<file path="src/rtl/serial_adder_pkg.sv">
// Shared types and helpers for the multi-cycle serial adder/subtractor.
package serial_adder_pkg;

  typedef enum logic [1:0] {
    S_IDLE = 2'd0,
    S_RUN  = 2'd1,
    S_DONE = 2'd2
  } adder_state_t;

  // Bits needed to count n values; never narrower than one bit.
  function automatic int unsigned cnt_width(input int unsigned n);
    return (n <= 1) ? 1 : $clog2(n);
  endfunction

endpackage

</file>
<file path="src/rtl/full_adder.sv">
// One-bit combinational full adder cell.
module full_adder (
  input  logic i_a,
  input  logic i_b,
  input  logic i_cin,
  output logic o_sum_c,
  output logic o_cout_c
);

  assign o_sum_c  = i_a ^ i_b ^ i_cin;
  assign o_cout_c = (i_a & i_b) | (i_cin & (i_a ^ i_b));

endmodule

</file>
<file path="src/rtl/serial_adder_slice.sv">
// W-bit ripple-carry slice built from full_adder cells; also exposes the carry
// into its top bit so the caller can derive signed overflow.
module serial_adder_slice #(
  parameter int unsigned W = 1
) (
  input  logic [W-1:0] i_a,
  input  logic [W-1:0] i_b,
  input  logic         i_cin,
  output logic [W-1:0] o_sum_c,
  output logic         o_cout_c,
  output logic         o_cmsb_c
);

  logic [W:0] w_carry;

  assign w_carry[0] = i_cin;

  // Ripple chain: carry out of cell g feeds cell g+1.
  for (genvar g = 0; g < W; g++) begin : g_fa
    full_adder u_fa (
      .i_a      (i_a[g]),
      .i_b      (i_b[g]),
      .i_cin    (w_carry[g]),
      .o_sum_c  (o_sum_c[g]),
      .o_cout_c (w_carry[g+1])
    );
  end

  assign o_cout_c = w_carry[W];
  assign o_cmsb_c = w_carry[W-1];

endmodule

</file>
<file path="src/rtl/serial_adder.sv">
// Multi-cycle N-bit adder/subtractor processing CHUNK bits per clock with
// valid/ready handshakes on both the operand and the result side.
module serial_adder
  import serial_adder_pkg::*;
#(
  parameter int unsigned N     = 8,
  parameter int unsigned CHUNK = 1
) (
  input  logic         clk,
  input  logic         rst_n,
  input  logic         in_valid,
  output logic         in_ready,
  input  logic [N-1:0] a,
  input  logic [N-1:0] b,
  input  logic         cin,
  input  logic         sub,
  output logic         out_valid,
  input  logic         out_ready,
  output logic [N-1:0] sum,
  output logic         cout,
  output logic         overflow
);

  localparam int unsigned NCHUNK = N / CHUNK;
  localparam int unsigned KW     = cnt_width(NCHUNK);
  localparam int unsigned IW     = cnt_width(N);
  localparam logic [KW-1:0] K_LAST = KW'(NCHUNK - 1);

  // Reject parameter sets the chunked datapath cannot cover exactly.
  if ((N < 2) || ((N % CHUNK) != 0)) begin : g_param_err
    $error("serial_adder: N must be >= 2 and divisible by CHUNK");
  end

  adder_state_t r_state;
  adder_state_t w_state_next;

  logic [N-1:0]     r_a;
  logic [N-1:0]     r_b;
  logic             r_carry;
  logic [KW-1:0]    r_k;
  logic [N-1:0]     r_sum;
  logic             r_cout;
  logic             r_ovf;

  logic [IW-1:0]    w_base;
  logic [CHUNK-1:0] w_a_sl;
  logic [CHUNK-1:0] w_b_sl;
  logic [CHUNK-1:0] w_sum_sl;
  logic             w_co;
  logic             w_cmsb;

  // Select the operand slice for the current chunk index.
  assign w_base = IW'(r_k * CHUNK);
  assign w_a_sl = r_a[w_base +: CHUNK];
  assign w_b_sl = r_b[w_base +: CHUNK];

  serial_adder_slice #(.W(CHUNK)) u_slice (
    .i_a      (w_a_sl),
    .i_b      (w_b_sl),
    .i_cin    (r_carry),
    .o_sum_c  (w_sum_sl),
    .o_cout_c (w_co),
    .o_cmsb_c (w_cmsb)
  );

  // State register.
  always_ff @(posedge clk or negedge rst_n) begin
    if (!rst_n) begin
      r_state <= S_IDLE;
    end else begin
      r_state <= w_state_next;
    end
  end

  // Next-state decode.
  always_comb begin
    w_state_next = r_state;
    case (r_state)
      S_IDLE: if (in_valid)       w_state_next = S_RUN;
      S_RUN:  if (r_k == K_LAST)  w_state_next = S_DONE;
      S_DONE: if (out_ready)      w_state_next = S_IDLE;
      default:                    w_state_next = S_IDLE;
    endcase
  end

  // Operand capture, per-chunk accumulation and final flag capture.
  // Subtraction is folded in at accept time: b is inverted and the
  // borrow-in becomes an inverted carry-in.
  always_ff @(posedge clk or negedge rst_n) begin
    if (!rst_n) begin
      r_a     <= '0;
      r_b     <= '0;
      r_carry <= 1'b0;
      r_k     <= '0;
      r_sum   <= '0;
      r_cout  <= 1'b0;
      r_ovf   <= 1'b0;
    end else begin
      case (r_state)
        S_IDLE: begin
          if (in_valid) begin
            r_a     <= a;
            r_b     <= sub ? ~b : b;
            r_carry <= cin ^ sub;
            r_k     <= '0;
          end
        end
        S_RUN: begin
          r_sum[w_base +: CHUNK] <= w_sum_sl;
          r_carry                <= w_co;
          if (r_k == K_LAST) begin
            r_cout <= w_co;
            r_ovf  <= w_cmsb ^ w_co;
          end else begin
            r_k <= r_k + KW'(1);
          end
        end
        default: ;
      endcase
    end
  end

  // Handshake flags decode from the state register only.
  assign in_ready  = (r_state == S_IDLE);
  assign out_valid = (r_state == S_DONE);

  assign sum      = r_sum;
  assign cout     = r_cout;
  assign overflow = r_ovf;

endmodule

</file>
<file path="config.mk">
export PLATFORM = sky130hd
export DESIGN_NAME = serial_adder
export DESIGN_NICKNAME = d
export VERILOG_FILES = /design/src/rtl/serial_adder_pkg.sv /design/src/rtl/full_adder.sv /design/src/rtl/serial_adder_slice.sv /design/src/rtl/serial_adder.sv
export SDC_FILE = /design/constraint.sdc
export NUM_CORES = 1
export LEC_CHECK = 0
export CAP_MARGIN = 5
export CORE_MARGIN = 5
export CORE_UTILIZATION = 50
export CTS_CLUSTER_DIAMETER = 200
export DETAILED_ROUTE_END_ITERATION = 16
export GPL_TIMING_DRIVEN = 0
export HOLD_SLACK_MARGIN = 0.02
export PLACE_DENSITY = 0.84
export SKIP_LAST_GASP = 1
export SLEW_MARGIN = 20
export SYNTH_ARGS = -nofsm -noshare
export SYNTH_HDL_FRONTEND = slang
export SYNTH_SLANG_ARGS = --single-unit
</file>
<file path="constraint.sdc">
create_clock -name clk -period 3.8 [get_ports clk]
set_input_delay 1.14 -clock clk [delete_from_list [all_inputs] [get_ports clk]]
set_output_delay 1.14 -clock clk [all_outputs]
set_load 0.02 [all_outputs]
</file>
==> metrics.txt, run 1 <==
# TYPE chip_impl_metric gauge
chip_impl_metric{name="numClockSinks",unit=""} 32
chip_impl_info{name="final_cell_mix",value="sky130_fd_sc_hd__dfrtp_1 (32), sky130_fd_sc_hd__clkdlybuf4s50_1 (31), sky130_fd_sc_hd__mux2_2 (16)"} 1
chip_impl_metric{name="synthesis.instances",unit=""} 146
chip_impl_metric{name="first_global_vias",unit=""} 1325
chip_impl_info{name="timing.rr.start",value="r_k[0]"} 1
chip_impl_metric{name="synthesis.yosys.warnings",unit=""} 0
chip_impl_metric{name="drive_gt1_share",unit="%"} 22.0
chip_impl_info{name="layout.cells.most_common",value="sky130_fd_sc_hd__dfrtp_1"} 1
chip_impl_info{name="worst_setup_path_end_kind",value="flip-flop"} 1
chip_impl_metric{name="syn-num-nets",unit=""} 176
chip_impl_info{name="end_point_of_the_worst_hold_path",value="overflow"} 1
chip_impl_metric{name="dp_slack",unit="ns"} 0.895
chip_impl_metric{name="worst_ep_arrival_time",unit="ns"} 3.20
chip_impl_metric{name="die_area",unit="mm^2"} 0.00475
chip_impl_info{name="timing.hold.worst.class",value="flip-flop to flip-flop"} 1
chip_impl_info{name="result_of_the_run",value="finished, final reports clean"} 1
chip_impl_metric{name="cts_resized",unit=""} 0
chip_impl_metric{name="power.internal",unit="W"} 0.00115
chip_impl_metric{name="chip_height",unit="um"} 68.9
chip_impl_metric{name="worst_slack",unit="ns"} 0.881
chip_impl_metric{name="clock_tree.htree_level_count",unit=""} 2
chip_impl_metric{name="final-max-slew-violation-count",unit=""} 0
chip_impl_metric{name="regToRegSetupSlack",unit="ns"} 0.88
chip_impl_metric{name="dr.first_iter.drc_count",unit=""} 93
chip_impl_info{name="unrepaired_setup_endpoints_after_global_routing",value="no"} 1
chip_impl_metric{name="pwr-share-seq",unit="%"} 32.1
chip_impl_metric{name="insertion_delay",unit="ns"} 0.33
chip_impl_metric{name="max-vdd-ir-drop",unit="uV"} 355
chip_impl_metric{name="relSlewSlack",unit="%"} 52.5
chip_impl_metric{name="grt_max_degree",unit=""} 33
chip_impl_metric{name="power.switching",unit="W"} 0.000686
chip_impl_metric{name="share_of_power_burned_in_the_clock_network",unit="%"} 15.9
chip_impl_metric{name="hold-path-cell-count",unit=""} 2
chip_impl_metric{name="wl",unit="mm"} 3.35
chip_impl_info{name="hold_path.startpoint",value="overflow"} 1
chip_impl_metric{name="timing.final.crit_period",unit="ns"} 2.92
chip_impl_metric{name="synthesis.area",unit="mm^2"} 0.00174
chip_impl_metric{name="layout-area-overhead-vs-synth",unit="%"} 26.9
chip_impl_metric{name="crit_fanout",unit=""} 10
chip_impl_metric{name="floorplan.core_area",unit="mm^2"} 0.00334
chip_impl_metric{name="row_count",unit=""} 21
chip_impl_metric{name="final_nets",unit=""} 215
chip_impl_info{name="reg2reg_end",value="sum[3]"} 1
chip_impl_metric{name="final_min_period_over_clock_period",unit="%"} 76.8
chip_impl_metric{name="grt_use_total",unit="%"} 16.9
chip_impl_info{name="tritoncts",value="yes"} 1
chip_impl_metric{name="combinationalPowerShare",unit="%"} 51.9
chip_impl_metric{name="sw_frac_of_total",unit="%"} 37.4
chip_impl_metric{name="route.detailed.wl_per_inst",unit="um"} 14.4
chip_impl_metric{name="final-seq-area",unit="um^2"} 801
chip_impl_metric{name="skew",unit="ns"} 0.00184
chip_impl_metric{name="floorplan.die.width",unit="um"} 68.9
chip_impl_info{name="clock-root-buffer",value="sky130_fd_sc_hd__clkbuf_4"} 1
chip_impl_metric{name="drt_first_pass_iters",unit=""} 4
chip_impl_metric{name="postSynthAreaPerCell",unit="um^2"} 11.9
chip_impl_metric{name="dr_vias_cell",unit=""} 5.26
chip_impl_metric{name="io_buffers",unit=""} 32
chip_impl_metric{name="cts_setup_buffers",unit=""} 0
chip_impl_metric{name="post-dp-hpwl",unit="mm"} 2.54
chip_impl_info{name="criticalPathCategory",value="flip-flop to flip-flop"} 1
chip_impl_metric{name="postCtsHoldBufs",unit=""} 0
chip_impl_metric{name="power_leakage",unit="nW"} 0.962
chip_impl_metric{name="wire_length_of_the_first_global_routing_pass",unit="mm"} 5.84
chip_impl_metric{name="ff_latch_count_synth",unit=""} 32
chip_impl_metric{name="start_util",unit="%"} 52.0
chip_impl_metric{name="setup_viol",unit=""} 0
chip_impl_metric{name="cap_viol_max_count",unit=""} 0
chip_impl_info{name="critical_path.startpoint_type",value="flip-flop"} 1
chip_impl_metric{name="multi_input_area",unit="um^2"} 855
chip_impl_metric{name="num-fill-cells",unit=""} 280
chip_impl_metric{name="ff2ff_path_depth",unit=""} 7
chip_impl_metric{name="fin_setup_tns",unit="ns"} 0
chip_impl_metric{name="worstMarginPinSlew",unit="ns"} 0.712
chip_impl_metric{name="worstPathRequired",unit="ns"} 4.08
chip_impl_info{name="synth-main-ff-cell",value="sky130_fd_sc_hd__dfrtp_1"} 1
chip_impl_metric{name="remaining_drc_errors",unit=""} 0
chip_impl_metric{name="synth-edff-count",unit=""} 0
chip_impl_metric{name="gp_routability_congestion",unit=""} 0.824
chip_impl_metric{name="clkSlewWorstSetupHoldPaths",unit="ns"} 0.10
chip_impl_metric{name="final-hold-violation-count",unit=""} 0
chip_impl_metric{name="fmax",unit="MHz"} 343
chip_impl_metric{name="grt_antenna_before_repair",unit=""} 0
chip_impl_metric{name="final_antenna_net_count",unit=""} 0
chip_impl_metric{name="asr_flop_ratio_synth",unit="%"} 100
chip_impl_metric{name="cts-buffers-inserted",unit=""} 5
chip_impl_metric{name="num_vias",unit=""} 1220
chip_impl_metric{name="antennaDiodeCount",unit=""} 0
chip_impl_metric{name="cellPowerDensity",unit="mW/mm^2"} 833
chip_impl_metric{name="design.portCount",unit=""} 34
chip_impl_metric{name="grt_overflow_total",unit=""} 0
chip_impl_metric{name="cts_buffer_depth",unit=""} 2
chip_impl_metric{name="ys_types",unit=""} 33
chip_impl_metric{name="synth_sequential_area_ratio",unit="%"} 46.1
chip_impl_metric{name="hold_ws",unit="ns"} 0.488
## worst max-delay path, cell delays in order (launching register included)
cell and delay (ns):
sky130_fd_sc_hd__dfrtp_1 0.47, sky130_fd_sc_hd__buf_2 0.31, sky130_fd_sc_hd__mux4_2 0.54, sky130_fd_sc_hd__mux2i_1 0.21
sky130_fd_sc_hd__fa_1 0.49, sky130_fd_sc_hd__or3b_2 0.48, sky130_fd_sc_hd__nor3b_1 0.20, sky130_fd_sc_hd__mux2_2 0.17
## cell families after synthesis
logic type               count (synthesis)  synth area share, %
AO/OA/AOI/OAI                           14                 4.25
XOR/XNOR                                10                 5.04
adder cells (fa/ha/maj)                  8                 6.20
buffers and inverters                   14                 4.68
flip-flops                              32                 46.1
multiplexers                            25                 18.4
AND/OR/NAND/NOR                         43                 15.3
## layer usage
metal  global-route usage (%)  vias to the layer above  wire length (um)
li1                         -                      584                 -
met1                     19.4                      593              1400
met4                     5.84                        0                51
met5                        0                        -                 0
met3                     5.02                        6               197
met2                     29.9                       37              1700
## worst max-delay path by stage
stage	from	endpoint
after CTS	r_k[0]	sum[3]
after floorplan	r_k[0]	sum[3]
after global routing	r_k[0]	sum[3]
final	r_k[0]	sum[3]
after detailed placement	r_k[0]	sum[3]
after global placement	r_k[0]	sum[3]
## flip-flops by register name, summed over array words and instances, names as in the netlist
| name | count |
|---|---|
| sum | 8 |
| r_state | 2 |
| r_carry | 1 |
| r_b | 8 |
| overflow | 1 |
| cout | 1 |
| r_a | 8 |
| r_k | 3 |
## cells in the mapped netlist, types with 4 or more instances
master                    number  area [um^2]
sky130_fd_sc_hd__a21oi_1       9         45.0
sky130_fd_sc_hd__dfrtp_1      32          801
sky130_fd_sc_hd__ha_1          7         87.6
sky130_fd_sc_hd__inv_1         6         22.5
sky130_fd_sc_hd__mux2_2       16          180
sky130_fd_sc_hd__mux2i_1       5         50.1
sky130_fd_sc_hd__mux4_2        4         90.1
sky130_fd_sc_hd__nand2_1       5         18.8
sky130_fd_sc_hd__nor2_1       14         52.6
sky130_fd_sc_hd__nor4b_1       4         35.0
sky130_fd_sc_hd__o21ai_0       4         20.0
sky130_fd_sc_hd__xnor2_1       8         70.1
## power groups by stage
stage	sequential [W]	combinational (W)	clock [W]
after detailed placement	0.000599	0.000960	0
after CTS	0.000591	0.000961	0.000301
after global placement	0.000582	0.000933	0
after global routing	0.000608	0.00107	0.000314
after floorplan	0.000623	0.000648	0
final	0.000590	0.000954	0.000293
## cell type report
class                           count  share of cell area [%]
Tap cell                           46                    2.61
Timing Repair Buffer               32                    14.3
Clock buffer                        7                    2.95
Sequential cell                    32                    36.3
Buffer                              8                    2.67
Clock inverter                      1                    1.36
Inverter                            6                    1.02
Multi-Input combinational cell    100                    38.8
## stage by stage
stage	util, %	power, W	cells	instance area [um^2]
after floorplan	-	0.00127	146	1740
after global placement	63.4	0.00151	224	2110
after detailed placement	63.2	0.00156	224	2110
after CTS	66.1	0.00185	232	2200
after global routing	66.1	0.00199	232	2200
final	66.1	0.00184	232	2200
Power figures use the tool's default switching activity.
==> run 2, diff against run 1 <==
clock period = 2.9 ns   (was 3.8 ns; I/O delays follow)
==> metrics.txt, run 2 (same netlist as run 1, synthesis figures left out) <==
# TYPE chip_impl_metric gauge
chip_impl_metric{name="row_count",unit=""} 21
chip_impl_metric{name="drive_gt1_share",unit="%"} 23.1
chip_impl_metric{name="design.portCount",unit=""} 34
chip_impl_metric{name="layout-area-overhead-vs-synth",unit="%"} 27.6
chip_impl_metric{name="final_antenna_net_count",unit=""} 0
chip_impl_metric{name="remaining_drc_errors",unit=""} 0
chip_impl_metric{name="clock_tree.htree_level_count",unit=""} 2
chip_impl_metric{name="route.detailed.wl_per_inst",unit="um"} 14.5
chip_impl_info{name="criticalPathCategory",value="flip-flop to flip-flop"} 1
chip_impl_metric{name="numClockSinks",unit=""} 32
chip_impl_metric{name="setup_viol",unit=""} 0
chip_impl_metric{name="final_nets",unit=""} 215
chip_impl_metric{name="final-max-slew-violation-count",unit=""} 0
chip_impl_metric{name="skew",unit="ns"} 0.00216
chip_impl_metric{name="grt_use_total",unit="%"} 16.9
chip_impl_metric{name="final_min_period_over_clock_period",unit="%"} 93.8
chip_impl_metric{name="worstPathRequired",unit="ns"} 3.18
chip_impl_metric{name="relSlewSlack",unit="%"} 52.7
chip_impl_metric{name="post_layout_instance_count_excluding_filler_cells",unit=""} 232
chip_impl_metric{name="stdcell_area",unit="mm^2"} 0.00222
chip_impl_metric{name="grt_overflow_total",unit=""} 0
chip_impl_info{name="timing.hold.worst.class",value="flip-flop to flip-flop"} 1
chip_impl_info{name="critical_path.startpoint_type",value="flip-flop"} 1
chip_impl_metric{name="place.detailed.instances",unit=""} 224
chip_impl_info{name="unrepaired_setup_endpoints_after_global_routing",value="no"} 1
chip_impl_metric{name="final-hold-violation-count",unit=""} 0
chip_impl_metric{name="wl",unit="mm"} 3.36
chip_impl_metric{name="insertion_delay",unit="ns"} 0.33
chip_impl_metric{name="wire_length_of_the_first_global_routing_pass",unit="mm"} 5.83
chip_impl_info{name="result_of_the_run",value="finished, final reports clean"} 1
chip_impl_info{name="crit_path_cell_trace",value="buf_6, mux4_2, mux2i_2, fa_1, or3b_2, nor3b_1, mux2_2"} 1
chip_impl_metric{name="worstMarginPinSlew",unit="ns"} 0.710
chip_impl_metric{name="hold-path-cell-count",unit=""} 2
chip_impl_metric{name="crit_fanout",unit=""} 10
chip_impl_metric{name="ff2ff_path_depth",unit=""} 7
chip_impl_metric{name="grt_antenna_before_repair",unit=""} 0
chip_impl_info{name="end_point_of_the_worst_hold_path",value="overflow"} 1
chip_impl_metric{name="antennaDiodeCount",unit=""} 0
chip_impl_metric{name="drt_first_pass_iters",unit=""} 4
chip_impl_info{name="worst_setup_path_end_kind",value="flip-flop"} 1
chip_impl_metric{name="cellPowerDensity",unit="mW/mm^2"} 1100
chip_impl_metric{name="floorplan.core_area",unit="mm^2"} 0.00334
chip_impl_metric{name="first_global_vias",unit=""} 1330
chip_impl_info{name="tritoncts",value="yes"} 1
chip_impl_metric{name="num-fill-cells",unit=""} 279
chip_impl_metric{name="start_util",unit="%"} 52.0
chip_impl_metric{name="chip_height",unit="um"} 68.9
chip_impl_metric{name="post-dp-hpwl",unit="mm"} 2.54
chip_impl_metric{name="dr.first_iter.drc_count",unit=""} 69
chip_impl_metric{name="max-vdd-ir-drop",unit="uV"} 472
chip_impl_metric{name="total_power",unit="W"} 0.00243
chip_impl_info{name="final_cell_mix",value="sky130_fd_sc_hd__dfrtp_1 (31), sky130_fd_sc_hd__clkdlybuf4s50_1 (31), sky130_fd_sc_hd__mux2_2 (16)"} 1
chip_impl_metric{name="cap_viol_max_count",unit=""} 0
chip_impl_metric{name="num_vias",unit=""} 1199
chip_impl_metric{name="io_buffers",unit=""} 32
chip_impl_metric{name="worst_slack",unit="ns"} 0.179
chip_impl_metric{name="cts-buffers-inserted",unit=""} 5
chip_impl_info{name="reg2reg_end",value="sum[3]"} 1
chip_impl_info{name="critPathSlowestCell",value="sky130_fd_sc_hd__mux4_2"} 1
chip_impl_info{name="hold_path.startpoint",value="overflow"} 1
chip_impl_info{name="timing.rr.start",value="r_k[0]"} 1
chip_impl_metric{name="detailed_place.area",unit="mm^2"} 0.00211
chip_impl_metric{name="worst_ep_arrival_time",unit="ns"} 3.00
chip_impl_metric{name="postCtsHoldBufs",unit=""} 0
chip_impl_metric{name="max_stage_delay",unit="ns"} 0.52
chip_impl_metric{name="dp_slack",unit="ns"} -0.00453
chip_impl_metric{name="timing.final.crit_period",unit="ns"} 2.72
chip_impl_metric{name="floorplan.die.width",unit="um"} 68.9
chip_impl_info{name="critical_path.startpoint",value="r_k[0]"} 1
chip_impl_metric{name="cts_buffer_depth",unit=""} 2
chip_impl_metric{name="clkSlewWorstSetupHoldPaths",unit="ns"} 0.10
chip_impl_metric{name="regToRegSetupSlack",unit="ns"} 0.18
chip_impl_metric{name="power_leakage",unit="nW"} 0.959
chip_impl_metric{name="die_area",unit="mm^2"} 0.00475
chip_impl_info{name="clock-root-buffer",value="sky130_fd_sc_hd__clkbuf_4"} 1
chip_impl_metric{name="fmax",unit="MHz"} 368
chip_impl_metric{name="grt_max_degree",unit=""} 33
chip_impl_metric{name="dr_vias_cell",unit=""} 5.17
chip_impl_metric{name="gp_routability_congestion",unit=""} 0.824
==> run 2: critical path: cells and delay by family (launching register included) <==
| family | cells | cell delay, ns |
|---|---|---|
| mux | 3 | 0.88 |
| flops | 1 | 0.44 |
| buf+inv | 1 | 0.18 |
| simple gates | 2 | 0.68 |
| fa+ha+maj | 1 | 0.48 |
==> run 2: power breakdown <==
group / switching [W] / internal (W) / total [W]
logic: 0.000625 / 0.000647 / 0.00127
registers: 0.000125 / 0.000650 / 0.000775
clock network: 0.000155 / 0.000229 / 0.000383
total: 0.000904 / 0.00153 / 0.00243
==> run 2: final cells by class <==
class	count	area, um^2	share of cell area, %
plain buffers	8	65.1	2.94
clock buffers	7	65.1	2.94
clock inverters	1	30.0	1.36
inverters	6	22.5	1.02
multi-input cells	100	858	38.7
flip-flops and latches	32	802	36.2
well taps	46	57.6	2.60
repair buffers	32	315	14.2
==> run 2: stage by stage <==
| stage | TNS, ns | hold WS [ns] | utilization (%) |
|---|---|---|---|
| 3_5_place_dp | -0.00453 | 0.470 | 63.2 |
| 2_1_floorplan | 0 | 0.475 | - |
| 4_1_cts | 0 | 0.493 | 66.1 |
| 5_1_grt | 0 | 0.531 | 66.4 |
| 3_3_place_gp | 0 | 0.467 | 63.4 |
| 6_report | 0 | 0.488 | 66.4 |
==> run 2: worst max-delay path by stage <==
stage / to / slack, ns / cells past startpoint
2_1_floorplan: sum[3] / 0.23 / 7
3_3_place_gp: sum[3] / 0.03 / 7
3_5_place_dp: sum[3] / -0.005 / 7
4_1_cts: sum[3] / 0.05 / 7
5_1_grt: sum[3] / 0.003 / 7
6_report: sum[3] / 0.18 / 7
==> run 2: timing repair <==
action / in CTS / in global routing
gates cloned: 0 / 0
gates resized for setup: 1 / 3
endpoints found under the setup margin: 1 / 1
buffers inserted: 0 / 0
==> run 2: routing by layer <==
layer	track usage [%]	vias up	wire (um)	part of all wire, %
met4	6.08	0	23	0.69
li1	-	585	-	-
met2	29.9	31	1750	52
met3	5.02	4	163	4.9
met1	19.2	579	1420	42
met5	0	-	0	0
==> run 3, diff against run 2 <==
PLACE_DENSITY = 0.85   (was 0.84)
SYNTH_HIERARCHICAL = 1   (was unset)
==> metrics.txt, run 3 <==
# TYPE chip_impl_metric gauge
chip_impl_metric{name="route.detailed.wl_per_inst",unit="um"} 14.3
chip_impl_metric{name="fin_util",unit="%"} 63.5
chip_impl_metric{name="share_of_power_burned_in_the_clock_network",unit="%"} 10.3
chip_impl_metric{name="dr_vias_cell",unit=""} 5.22
chip_impl_metric{name="wire_length_of_the_first_global_routing_pass",unit="mm"} 5.62
chip_impl_metric{name="hold-path-cell-count",unit=""} 2
chip_impl_info{name="critPathTopFamily",value="multiplexers"} 1
chip_impl_info{name="layout.cells.most_common",value="sky130_fd_sc_hd__dfrtp_1"} 1
chip_impl_metric{name="grt_antenna_before_repair",unit=""} 0
chip_impl_metric{name="crit_fanout",unit=""} 10
chip_impl_info{name="final_cell_mix",value="sky130_fd_sc_hd__dfrtp_1 (32), sky130_fd_sc_hd__clkdlybuf4s50_1 (31), sky130_fd_sc_hd__mux2_2 (17)"} 1
chip_impl_metric{name="multi_input_area",unit="um^2"} 806
chip_impl_metric{name="post-dp-hpwl",unit="mm"} 2.41
chip_impl_metric{name="ff_latch_count_synth",unit=""} 32
chip_impl_metric{name="antennaDiodeCount",unit=""} 0
chip_impl_metric{name="chip_height",unit="um"} 67.7
chip_impl_metric{name="final-hold-violation-count",unit=""} 0
chip_impl_metric{name="syn-num-nets",unit=""} 169
chip_impl_metric{name="final_nets",unit=""} 208
chip_impl_metric{name="max_stage_delay",unit="ns"} 0.62
chip_impl_info{name="synthMostInstantiatedCell",value="sky130_fd_sc_hd__dfrtp_1"} 1
chip_impl_metric{name="critical_path.n_buffers_inverters",unit=""} 1
chip_impl_metric{name="ys_types",unit=""} 30
chip_impl_info{name="netlist.top_cell.by_area",value="sky130_fd_sc_hd__dfrtp_1"} 1
chip_impl_metric{name="setup_viol",unit=""} 0
chip_impl_metric{name="drive_gt1_share",unit="%"} 18.5
chip_impl_metric{name="cap_viol_max_count",unit=""} 0
chip_impl_info{name="tritoncts",value="yes"} 1
chip_impl_info{name="critPathSlowestCell",value="sky130_fd_sc_hd__fa_1"} 1
chip_impl_metric{name="num_vias",unit=""} 1169
chip_impl_metric{name="worst_slack",unit="ns"} 0.222
chip_impl_metric{name="floorplan.die.width",unit="um"} 67.7
chip_impl_metric{name="hold_ws",unit="ns"} 0.495
chip_impl_metric{name="cts_buffer_depth",unit=""} 2
chip_impl_metric{name="layout-area-overhead-vs-synth",unit="%"} 25.4
chip_impl_metric{name="dp_slack",unit="ns"} 0.0529
chip_impl_metric{name="sw_frac_of_total",unit="%"} 39.1
chip_impl_metric{name="final-max-slew-violation-count",unit=""} 0
chip_impl_metric{name="gp_routability_congestion",unit=""} 0.857
chip_impl_metric{name="postSynthAreaPerCell",unit="um^2"} 12.0
chip_impl_metric{name="insertion_delay",unit="ns"} 0.34
chip_impl_metric{name="dr.first_iter.drc_count",unit=""} 46
chip_impl_info{name="dominant_combinational_cell_family_by_area_after_synthesis",value="multiplexers"} 1
chip_impl_metric{name="fmax",unit="MHz"} 373
chip_impl_info{name="crit_path_cell_trace",value="clkbuf_2, mux4_2, nand2_1, nand2_1, fa_1, nor4b_1, mux2_2"} 1
chip_impl_metric{name="cts-buffers-inserted",unit=""} 5
chip_impl_metric{name="power.switching",unit="W"} 0.000892
chip_impl_metric{name="combinationalPowerShare",unit="%"} 55.5
chip_impl_info{name="synth_commonest_cells",value="sky130_fd_sc_hd__dfrtp_1 (32), sky130_fd_sc_hd__mux2_2 (17), sky130_fd_sc_hd__nor2_1 (12)"} 1
chip_impl_metric{name="synth-edff-count",unit=""} 0
chip_impl_info{name="clock-root-buffer",value="sky130_fd_sc_hd__clkbuf_4"} 1
chip_impl_metric{name="muxShareOfSynthArea",unit="%"} 17.6
chip_impl_metric{name="skew",unit="ns"} 0.0138
chip_impl_info{name="end_point_of_the_worst_hold_path",value="overflow"} 1
chip_impl_metric{name="asr_flop_ratio_synth",unit="%"} 100
chip_impl_metric{name="timing.final.crit_period",unit="ns"} 2.68
chip_impl_info{name="worst_path_most_repeated_cell",value="sky130_fd_sc_hd__nand2_1"} 1
chip_impl_metric{name="io_buffers",unit=""} 32
chip_impl_metric{name="synthesis.yosys.warnings",unit=""} 6
chip_impl_info{name="criticalPathCategory",value="flip-flop to flip-flop"} 1
chip_impl_metric{name="final_min_period_over_clock_period",unit="%"} 92.3
chip_impl_metric{name="regToRegSetupSlack",unit="ns"} 0.22
chip_impl_info{name="synth.area.top_cells",value="sky130_fd_sc_hd__dfrtp_1 (48%), sky130_fd_sc_hd__mux2_2 (12%), sky130_fd_sc_hd__mux4_2 (5.4%)"} 1
chip_impl_info{name="timing.rr.start",value="r_k[1]"} 1
chip_impl_metric{name="worst_ep_arrival_time",unit="ns"} 2.95
chip_impl_metric{name="clock_tree.htree_level_count",unit=""} 2
chip_impl_metric{name="detailed_place.area",unit="mm^2"} 0.00204
chip_impl_metric{name="worstMarginPinSlew",unit="ns"} 0.698
chip_impl_metric{name="power.internal",unit="W"} 0.00139
chip_impl_metric{name="ff2ff_path_depth",unit=""} 7
chip_impl_metric{name="grt_max_degree",unit=""} 33
chip_impl_metric{name="wl",unit="mm"} 3.21
chip_impl_metric{name="die_area",unit="mm^2"} 0.00458
chip_impl_metric{name="cellPowerDensity",unit="mW/mm^2"} 1090
chip_impl_info{name="result_of_the_run",value="finished, final reports clean"} 1
chip_impl_metric{name="synth-simple-area-share",unit="%"} 14.9
chip_impl_metric{name="worstPathRequired",unit="ns"} 3.17
chip_impl_metric{name="floorplan.core_area",unit="mm^2"} 0.00328
chip_impl_metric{name="numClockSinks",unit=""} 32
chip_impl_metric{name="power_leakage",unit="nW"} 0.874
chip_impl_metric{name="synth_compound_gate_area_share",unit="%"} 4.21
chip_impl_metric{name="synthAdderAreaFrac",unit="%"} 6.47
chip_impl_info{name="critical_path.startpoint_type",value="flip-flop"} 1
chip_impl_metric{name="grt_use_total",unit="%"} 16.6
chip_impl_info{name="synth-main-ff-cell",value="sky130_fd_sc_hd__dfrtp_1"} 1
chip_impl_metric{name="final-seq-area",unit="um^2"} 801
chip_impl_metric{name="grt_overflow_total",unit=""} 0
chip_impl_metric{name="final_antenna_net_count",unit=""} 0
chip_impl_metric{name="synthesis.area",unit="mm^2"} 0.00166
chip_impl_metric{name="post-synth-top-area-fraction",unit="%"} 48.2
chip_impl_metric{name="design.portCount",unit=""} 34
chip_impl_metric{name="pwr-share-seq",unit="%"} 34.1
chip_impl_metric{name="max-vdd-ir-drop",unit="uV"} 395
chip_impl_metric{name="row_count",unit=""} 21
chip_impl_metric{name="num-fill-cells",unit=""} 277
chip_impl_metric{name="drt_first_pass_iters",unit=""} 4
chip_impl_metric{name="post_synth_xor_xnor_area",unit="%"} 5.27
chip_impl_metric{name="stdcell_area",unit="mm^2"} 0.00208
chip_impl_metric{name="synthesis.instances",unit=""} 139
chip_impl_info{name="reg2reg_end",value="sum[3]"} 1
chip_impl_metric{name="start_util",unit="%"} 50.6
chip_impl_metric{name="relSlewSlack",unit="%"} 53.5
chip_impl_info{name="unrepaired_setup_endpoints_after_global_routing",value="no"} 1
chip_impl_metric{name="remaining_drc_errors",unit=""} 0
chip_impl_info{name="timing.hold.worst.class",value="flip-flop to flip-flop"} 1
chip_impl_metric{name="first_global_vias",unit=""} 1246
chip_impl_metric{name="synth_sequential_area_ratio",unit="%"} 48.2
chip_impl_info{name="worst_setup_path_end_kind",value="flip-flop"} 1
chip_impl_info{name="hold_path.startpoint",value="overflow"} 1
chip_impl_metric{name="clkSlewWorstSetupHoldPaths",unit="ns"} 0.10
chip_impl_metric{name="fin_setup_tns",unit="ns"} 0
run 3: cell types whose count changed in the layout (fill, tap and decap cells not counted), sizes merged, moves of 3 or more:
cell,before,now
o21ai,4,1
nand2,5,8
mux2i,5,0
clkbuf,8,11
buf,8,4
run 3: timing repair:
action | in CTS | in global routing
hold buffers | 0 | 0
setup buffers | 0 | 0
endpoints found under the setup margin | 0 | 3
gates resized for setup | 0 | 4
run 3: layer usage:
metal / track usage (%) / up-vias / part of all wire (%) / routed length [um]
li1: - / 570 / - / -
met3: 5.82 / 5 / 4.3 / 137
met4: 6.33 / 0 / 1.4 / 44
met2: 27.2 / 30 / 50 / 1600
met1: 20.0 / 564 / 45 / 1430
met5: 0 / - / 0 / 0
run 3: worst max-delay path by stage:
stage | start | to | cells past startpoint
final | r_k[1] | sum[3] | 7
after global routing | r_k[1] | sum[7] | 7
after CTS | r_k[1] | sum[3] | 7
after detailed placement | r_k[1] | sum[3] | 7
after global placement | in_valid | r_a[5] | 5
after floorplan | r_k[1] | sum[0] | 6
run 3: cell type report:
class                   instances  area share, %
multi-input cells              95           38.7
flip-flops and latches         32           38.4
repair buffers                 32           15.1
well taps                      46           2.76
plain buffers                   8           2.10
clock buffers                   6           1.98
inverters                       4          0.720
clock inverters                 1          0.240
run 3: power groups by stage:
stage	combinational, W	clock [W]	sequential [W]
after floorplan	0.000845	0	0.000824
after global placement	0.00121	0	0.000772
after detailed placement	0.00125	0	0.000788
after CTS	0.00126	0.000246	0.000777
after global routing	0.00138	0.000266	0.000802
final	0.00127	0.000236	0.000778
run 3: cells by family after synthesis:
family          count (synthesis)
mux                            22
simple gates                   43
xor+xnor                       10
flops                          32
buf+inv                        12
compound gates                 12
fa+ha+maj                       8
run 3: worst min-delay path: cells and delay by family, from the launching register on:
family / cells / cell delay (ns)
flops: 1 / 0.36
compound gates: 1 / 0.06
simple gates: 1 / 0.05
run 3: per-stage QoR:
stage	cells	power [W]
4_1_cts	224	0.00229
2_1_floorplan	139	0.00167
3_5_place_dp	217	0.00204
6_report	224	0.00228
5_1_grt	224	0.00245
3_3_place_gp	217	0.00199
